## src/rtl/cpu_wb.sv

```systemverilog
// RV32 write-back stage: retires ALU results, waits for load responses, applies
// byte/halfword selection with sign/zero extension and drives the regfile write port.
module cpu_wb #(
    parameter int TIMEOUT = 16
) (
    input  logic        clk_in,
    input  logic        rst_in,
    input  logic        ex_valid_i,
    output logic        ex_ready_o,
    input  logic [4:0]  ex_rd_i,
    input  logic [31:0] ex_result_i,
    input  logic        ex_is_load_i,
    input  logic [2:0]  ex_funct3_i,
    input  logic [1:0]  ex_addr_lo_i,
    input  logic        mem_rvalid_i,
    input  logic [31:0] mem_rdata_i,
    output logic        we_o,
    output logic [4:0]  waddr_o,
    output logic [31:0] wdata_o,
    output logic        ld_pending_o,
    output logic [4:0]  ld_rd_o,
    output logic        err_o
);

    typedef enum logic [0:0] {IDLE, WAIT_LOAD} state_e;

    state_e      state_q, state_d;
    logic [7:0]  cnt_q, cnt_d;
    logic [4:0]  rd_q, rd_d;
    logic [2:0]  f3_q, f3_d;
    logic [1:0]  lo_q, lo_d;
    logic        we_q, we_d;
    logic [4:0]  waddr_q, waddr_d;
    logic [31:0] wdata_q, wdata_d;
    logic        pend_q, pend_d;
    logic [4:0]  ld_rd_q, ld_rd_d;
    logic        err_q, err_d;

    function automatic logic [31:0] load_extend(input logic [2:0]  f3,
                                                input logic [1:0]  lo,
                                                input logic [31:0] word);
        logic [7:0]  b;
        logic [15:0] h;
        b = word[{lo, 3'b000} +: 8];
        h = lo[1] ? word[31:16] : word[15:0];
        case (f3)
            3'b000:  load_extend = {{24{b[7]}}, b};
            3'b001:  load_extend = {{16{h[15]}}, h};
            3'b100:  load_extend = {24'd0, b};
            3'b101:  load_extend = {16'd0, h};
            default: load_extend = word;
        endcase
    endfunction

    assign ex_ready_o = (state_q == IDLE);

    always_comb begin
        state_d = state_q;
        cnt_d   = cnt_q;
        rd_d    = rd_q;
        f3_d    = f3_q;
        lo_d    = lo_q;
        we_d    = 1'b0;
        waddr_d = waddr_q;
        wdata_d = wdata_q;
        pend_d  = pend_q;
        ld_rd_d = ld_rd_q;
        err_d   = err_q;
        case (state_q)
            IDLE: begin
                // A response arriving here has no owner and is dropped.
                if (ex_valid_i) begin
                    if (ex_is_load_i) begin
                        rd_d    = ex_rd_i;
                        f3_d    = ex_funct3_i;
                        lo_d    = ex_addr_lo_i;
                        cnt_d   = 8'd0;
                        pend_d  = 1'b1;
                        ld_rd_d = ex_rd_i;
                        state_d = WAIT_LOAD;
                    end else if (ex_rd_i != 5'd0) begin
                        we_d    = 1'b1;
                        waddr_d = ex_rd_i;
                        wdata_d = ex_result_i;
                    end
                end
            end
            WAIT_LOAD: begin
                // The response beats the timeout when both land in the same cycle.
                if (mem_rvalid_i) begin
                    if (rd_q != 5'd0) begin
                        we_d    = 1'b1;
                        waddr_d = rd_q;
                        wdata_d = load_extend(f3_q, lo_q, mem_rdata_i);
                    end
                    pend_d  = 1'b0;
                    ld_rd_d = 5'd0;
                    state_d = IDLE;
                end else if (cnt_q == 8'(TIMEOUT - 1)) begin
                    err_d   = 1'b1;
                    pend_d  = 1'b0;
                    ld_rd_d = 5'd0;
                    state_d = IDLE;
                end else begin
                    cnt_d = cnt_q + 8'd1;
                end
            end
            default: state_d = IDLE;
        endcase
    end

    always_ff @(posedge clk_in) begin
        if (rst_in) begin
            state_q <= IDLE;
            cnt_q   <= 8'd0;
            rd_q    <= 5'd0;
            f3_q    <= 3'd0;
            lo_q    <= 2'd0;
            we_q    <= 1'b0;
            waddr_q <= 5'd0;
            wdata_q <= 32'd0;
            pend_q  <= 1'b0;
            ld_rd_q <= 5'd0;
            err_q   <= 1'b0;
        end else begin
            state_q <= state_d;
            cnt_q   <= cnt_d;
            rd_q    <= rd_d;
            f3_q    <= f3_d;
            lo_q    <= lo_d;
            we_q    <= we_d;
            waddr_q <= waddr_d;
            wdata_q <= wdata_d;
            pend_q  <= pend_d;
            ld_rd_q <= ld_rd_d;
            err_q   <= err_d;
        end
    end

    assign we_o         = we_q;
    assign waddr_o      = waddr_q;
    assign wdata_o      = wdata_q;
    assign ld_pending_o = pend_q;
    assign ld_rd_o      = ld_rd_q;
    assign err_o        = err_q;

endmodule

```

## config.mk

```make
export PLATFORM = sky130hd
export DESIGN_NAME = cpu_wb
export DESIGN_NICKNAME = d
export VERILOG_FILES = /design/src/rtl/cpu_wb.sv
export SDC_FILE = /design/constraint.sdc
export NUM_CORES = 1
export LEC_CHECK = 0
export ABC_CLOCK_PERIOD_IN_PS = 4800
export CAP_MARGIN = 20
export CORE_ASPECT_RATIO = 0.75
export CORE_MARGIN = 2
export CORE_UTILIZATION = 25
export CTS_CLUSTER_DIAMETER = 30
export DETAILED_ROUTE_END_ITERATION = 10
export GPL_TIMING_DRIVEN = 0
export PLACE_DENSITY = 0.49
export SLEW_MARGIN = 25
export SYNTH_ARGS = -nofsm -noshare
export SYNTH_HDL_FRONTEND = slang
export SYNTH_SLANG_ARGS = --single-unit
```

## constraint.sdc

```tcl
create_clock -name clk_in -period 4.8 [get_ports clk_in]
set_input_delay 0.72 -clock clk_in [delete_from_list [all_inputs] [get_ports clk_in]]
set_output_delay 0.72 -clock clk_in [all_outputs]
set_load 0.02 [all_outputs]
```

==> results.json, run 1 <==
{
  "wire_per_inst_um": 19.5,
  "cts_tree": "built",
  "diodes": 0,
  "wl_um": 14800,
  "clock_sinks": 64,
  "clk_pin_slew_worst_paths_ns": 0.05,
  "syn_area_sq_mm": 0.00375,
  "drcViolationCount": 0,
  "dp_hpwl_um": 11500,
  "core.rowCount": 38,
  "post-route-period-util_pct": 60.7,
  "syn_nets": 502,
  "fin_cells": 760,
  "root_buffer": "clkbuf_16",
  "dieArea_sq_mm": 0.0160,
  "ys_types": 55,
  "tns_ns": 0,
  "worstMarginPinSlew_ns": 0.937,
  "n_fill_cell": 1526,
  "dr.pass1.iters": 5,
  "yosys_register_bits": 64,
  "p_comb_share_pct": 24.4,
  "vias": 4033,
  "met1Wirelength_um": 7210,
  "syn_area_per_cell_sq_um": 8.88,
  "drt-initial-drc-count": 259,
  "ys_seq_area_share_pct": 34.2,
  "switching_share_pct": 29.1,
  "yosysWarnings": 0,
  "grt_max_degree": 11,
  "initial_core_util_pct": 25.8,
  "path_max_fanout": 10,
  "antenna_found_initial": 0,
  "required_ns": 4.08,
  "areaGrowthSynthToFinish_pct": 47.2,
  "io-pin-count": 125,
  "seqCellArea_sq_mm": 0.00128,
  "place.gp.congestion": 0.873,
  "hp-class": "flip-flop to flip-flop",
  "post_cts_buffers": 0,
  "status": "complete, no violations",
  "crit_type": "flip-flop to primary output",
  "grt_usage_pct": 18.9,
  "cp_data_arrival_time_ns": 2.19,
  "gr-total-overflow": 0,
  "setup_viol": 0,
  "dr_wl_met2_um": 6300,
  "rsz0062_at_grt": "no",
  "fin_crit_ns": 2.91,
  "die_y_um": 110,
  "h-tree-depth": 3,
  "synthFlopType": "dfxtp_1",
  "syn_inst": 422,
  "power_density_mw_per_mm2": 297,
  "core_region_area_sq_mm": 0.0145,
  "p_seq_share_pct": 35.8,
  "fmax_mhz": 343,
  "leakage_nw": 1.86,
  "dp_cells": 745,
  "met3_length_um": 1140,
  "hold_slack_ns": 0.468,
  "hold_violations": 0,
  "die_x_um": 145,
  "pre_cts_ws_ns": 1.96,
  "slew_headroom_pct": 37.4,
  "net-switching-power_mw": 0.477,
  "port_buffers": 123,
  "routed.top_layer": "met4",
  "cts_hold_buf": 0,
  "peakVddDrop_mv": 0.163,
  "intPower_mw": 1.16,
  "multi_input_area_sq_mm": 0.00222,
  "nNetsFinal": 636,
  "cap_violations": 0,
  "grt_pass1_vias": 3880,
  "end_kind": "primary output",
  "layout-drive-gt1-share_pct": 12.9,
  "ant_nets": 0,
  "clk_latency_ns": 0.34,
  "vias_per_cell": 5.31,
  "skew_ns": 0.00668,
  "cp-start-kind": "flip-flop",
  "grt_pass1_wl_um": 23000,
  "ys_async_sr_fraction_pct": 0,
  "fin_util_pct": 37.9,
  "ctsResizeCount": 0,
  "cts-buffers-inserted": 9,
  "cts_buffer_depth": 2,
  "synth_edf_count": 0,
  "timing.final.ws_setup_ns": 1.89,
  "p_clk_share_pct": 39.8,
  "maxSlewViolCount": 0
}
## power by group through the flow
stage / combinational, mW / sequential (mW) / clock [mW]
final: 0.400 / 0.586 / 0.652
after global routing: 0.428 / 0.589 / 0.694
after CTS: 0.400 / 0.585 / 0.668
after detailed placement: 0.398 / 0.596 / 0
after global placement: 0.392 / 0.596 / 0
after floorplan: 0.173 / 0.627 / 0
## per-layer routing
metal	global-route usage, %	vias to the layer above
met2	28.3	163
li1	-	1912
met3	5.02	16
met5	0	-
met4	4.69	0
met1	27.1	1942
## worst max-delay path, stage by stage, from the launching register on
cell	delay (ns)
dfxtp_1	0.29
buf_2	0.16
inv_1	0.12
buf_2	0.30
buf_2	0.33
clkdlybuf4s50_1	0.66
## per-stage QoR
stage / cell area, sq um / power [mW]
floorplan: 3750 / 0.800
global placement: 5230 / 0.989
detailed placement: 5230 / 0.994
CTS: 5520 / 1.65
global route: 5520 / 1.71
finish: 5520 / 1.64
## final timing paths
path / startpoint / to / slack [ns] / cells past startpoint
min reg2reg: err_o / err_o / 0.47 / 2
max: state_q / ex_ready_o / 1.89 / 5
max reg2reg: f3_q[0] / wdata_o[10] / 2.58 / 5
min: err_o / err_o / 0.47 / 2
## synthesized netlist by cell type (5+ instances only)
master	instances	share of area, %
nand3_1	5	0.67
dfxtp_1	64	34
buf_2	16	2.1
o211ai_1	27	5.4
o41ai_1	17	4.0
a21oi_1	39	5.2
a32o_1	8	2.1
nand3b_1	15	3.0
o2111ai_1	9	2.1
buf_6	5	1.5
nand2_1	52	5.2
a311oi_2	5	2.0
inv_1	5	0.50
a221oi_1	6	1.4
a221oi_2	10	4.0
or3_1	10	1.7
nor2_1	31	3.1
a211oi_2	5	1.7
nor2b_1	7	1.2
nor4_1	8	1.3
a22o_1	5	1.2
mux2i_1	8	2.1
clkbuf_1	17	1.7
a31oi_1	6	1.0
## flip-flops by register name, indices dropped and copies added, names as in the netlist
register      count
ld_rd_o           5
f3_q              3
we_o              1
cnt_q             8
err_o             1
lo_q              2
waddr_o           5
state_q           1
wdata_o          32
rd_q              5
ld_pending_o      1
## cell usage in the layout, fill, tap and decap left out, types with 2 or more instances in the layout
| master | instances |
|---|---|
| nand2b_1 | 2 |
| buf_1 | 2 |
| nor2_1 | 31 |
| buf_2 | 16 |
| nor4_1 | 8 |
| and3_1 | 2 |
| a221oi_2 | 10 |
| or3_1 | 10 |
| dfxtp_1 | 64 |
| nand3_1 | 5 |
| nand3b_1 | 15 |
| nand2_1 | 52 |
| a31oi_1 | 6 |
| a21oi_1 | 39 |
| a22o_1 | 5 |
| a311oi_1 | 2 |
| a311oi_2 | 5 |
| o211ai_1 | 27 |
| nor2b_1 | 7 |
| clkbuf_1 | 19 |
| nor3b_4 | 2 |
| mux4_2 | 2 |
| a211oi_2 | 5 |
| mux2i_1 | 8 |
| o41ai_1 | 17 |
| inv_1 | 5 |
| buf_6 | 5 |
| a221oi_1 | 6 |
| a2bb2oi_1 | 2 |
| a32o_1 | 8 |
| o21ai_0 | 2 |
| a2111o_1 | 2 |
| clkdlybuf4s50_1 | 123 |
| o2111ai_1 | 9 |
| clkbuf_16 | 9 |
| or4_4 | 2 |
| nor2_2 | 2 |
## cells by family (layout without fill, tap and decap cells)
kind of cell               after synthesis  in the layout  synth area share, %
adders and majority gates                1              1                0.334
buffers and inverters                   49            187                 6.68
AOI/OAI and AO/OA                      152            152                 34.4
muxes                                   11             11                 4.04
and+or+nand+nor                        145            145                 20.4
DFF                                     64             64                 34.2
## layout make-up
| cell class | instances | area share (%) |
|---|---|---|
| flip-flops and latches | 64 | 23.2 |
| clock buffers | 12 | 4.47 |
| clock inverters | 3 | 0.771 |
| repair buffers | 123 | 22.3 |
| inverters | 8 | 0.635 |
| well taps | 200 | 4.54 |
| plain buffers | 41 | 3.90 |
| multi-input cells | 309 | 40.2 |
Power figures use the tool's default switching activity.
==> run 2: changes to the inputs <==
- ABC_CLOCK_PERIOD_IN_PS: 4800 -> 2580
- PLACE_DENSITY: 0.49 -> 0.51
- clock period: 4.8 -> 2.58 ns (I/O delays scaled with it)
==> run 2 against run 1 <==
Compared with the run above: total power is 96% higher; sequential power is 86% higher; routed wire length is 1.5% lower; flip-flop and latch count stayed put; non-clock buffer count stayed put; clock power is 110% higher; combinational power is 86% higher; final area is 0.86% higher; critical path depth stayed put; clock skew is 0.0020 ns lower; first-iteration DRC count is 9.7% higher; critical path type unchanged; largest cell class unchanged; highest routed layer unchanged.
==> results.json, run 2 (synthesis gave the netlist of run 1 again) <==
{
  "status": "complete, no violations",
  "fmax_mhz": 410,
  "power_mw": 3.20,
  "rrSetupSlack_ns": 0.44,
  "largest_reg_flops": 32,
  "wl_um": 14600,
  "skew_ns": 0.00471,
  "peakVddDrop_mv": 0.286,
  "maxSlewViolCount": 0,
  "diodes": 0,
  "dr.pass1.iters": 5,
  "post-route-period-util_pct": 94.6,
  "die_x_um": 145,
  "areaGrowthSynthToFinish_pct": 48.5,
  "initial_core_util_pct": 25.8,
  "nNetsFinal": 636,
  "grt_max_degree": 12,
  "worstHoldPathCells": 2,
  "layout-drive-gt1-share_pct": 13.4,
  "cp-start-kind": "flip-flop",
  "clk_latency_ns": 0.34,
  "path_max_fanout": 10,
  "h-tree-depth": 3,
  "required_ns": 2.19,
  "clock_sinks": 64,
  "grt_usage_pct": 17.9,
  "core.rowCount": 38,
  "root_buffer": "clkbuf_16",
  "tns_ns": 0,
  "r2r_cells": 5,
  "final_cell_mix": "clkdlybuf4s50_1, dfxtp_1, nand2_1",
  "drt-initial-drc-count": 284,
  "place.gp.congestion": 0.894,
  "post_cts_buffers": 0,
  "cts-buffers-inserted": 9,
  "ant_nets": 0,
  "rsz0062_at_grt": "no",
  "ctsResizeCount": 0,
  "rr_endpoint": "wdata_o[11]",
  "worstMarginPinSlew_ns": 0.936,
  "leakage_nw": 1.89,
  "dp_cells": 745,
  "vias": 3992,
  "setup_viol": 0,
  "hold_violations": 0,
  "final_common_cell": "clkdlybuf4s50_1",
  "core_region_area_sq_mm": 0.0145,
  "dp_hpwl_um": 11100,
  "grt_pass1_wl_um": 22000,
  "crit-reg2reg-launch": "f3_q[0]",
  "cts_tree": "built",
  "grt_pass1_vias": 3819,
  "vias_per_cell": 5.25,
  "end_kind": "primary output",
  "fin_crit_ns": 2.44,
  "crit_type": "flip-flop to primary output",
  "cts_hold_buf": 0,
  "cts_buffer_depth": 2,
  "wire_per_inst_um": 19.2,
  "hp-class": "flip-flop to flip-flop",
  "power_density_mw_per_mm2": 575,
  "fin_util_pct": 38.3,
  "antenna_found_initial": 0,
  "clk_pin_slew_worst_paths_ns": 0.06,
  "drcViolationCount": 0,
  "port_buffers": 123,
  "dieArea_sq_mm": 0.0160,
  "die_y_um": 110,
  "worstHoldStart": "err_o",
  "cap_violations": 0,
  "io-pin-count": 125,
  "cp_data_arrival_time_ns": 2.05,
  "min_to": "err_o",
  "slew_headroom_pct": 37.5,
  "gr-total-overflow": 0,
  "fin_cells": 761,
  "hold_slack_ns": 0.473
}
run 2: cell types whose count changed in the layout (fill, tap and decap cells not counted), sizes merged:
cell | previous run | this run
bufinv | 1 | 2
buf | 24 | 22
clkbuf | 29 | 30
clkinvlp | 1 | 0
clkinv | 2 | 4
run 2: per-layer routing:
metal	GRT usage, %	routed length, um	vias to the layer above
met1	26.1	7240	1915
met2	26.5	6290	156
li1	-	-	1909
met5	0	0	-
met4	3.92	123	0
met3	4.53	962	12
run 2: critical path, cell delays in order (launching register included):
cell	delay (ns)
dfxtp_1	0.29
buf_2	0.16
inv_1	0.12
clkbuf_4	0.25
clkbuf_4	0.26
clkdlybuf4s50_1	0.64
run 2: how the worst max path moves through the flow:
stage | endpoint | start | cells after the start
after floorplan | wdata_o[2] | ex_rd_i[0] | 5
after global placement | wdata_o[15] | ex_rd_i[0] | 6
after detailed placement | wdata_o[15] | ex_rd_i[0] | 6
after CTS | ex_ready_o | state_q | 5
after global routing | ex_ready_o | state_q | 5
final | ex_ready_o | state_q | 5
run 2: where the power goes:
part | total, mW | internal [mW] | switching, mW | leakage, nW
combinational | 0.742 | 0.341 | 0.401 | 1.20
sequential | 1.09 | 1.05 | 0.0384 | 0.523
clock | 1.37 | 0.897 | 0.473 | 0.165
run 2: per-stage QoR:
step,worst slack (ns),cell area [sq um]
2_1_floorplan,0.887,3750
3_3_place_gp,0.122,5230
3_5_place_dp,0.115,5230
4_1_cts,0.00426,5560
5_1_grt,0.0323,5570
6_report,0.138,5570
run 2: final cells by class:
class                      count  area (sq um)
buffer                        41           220
multi-input combinational    309          2220
clock inverter                 5          78.8
fill                        1509          8980
clock buffer                  11           253
sequential                    64          1280
tap                          200           250
inverter                       8          35.0
timing repair buffer         123          1230
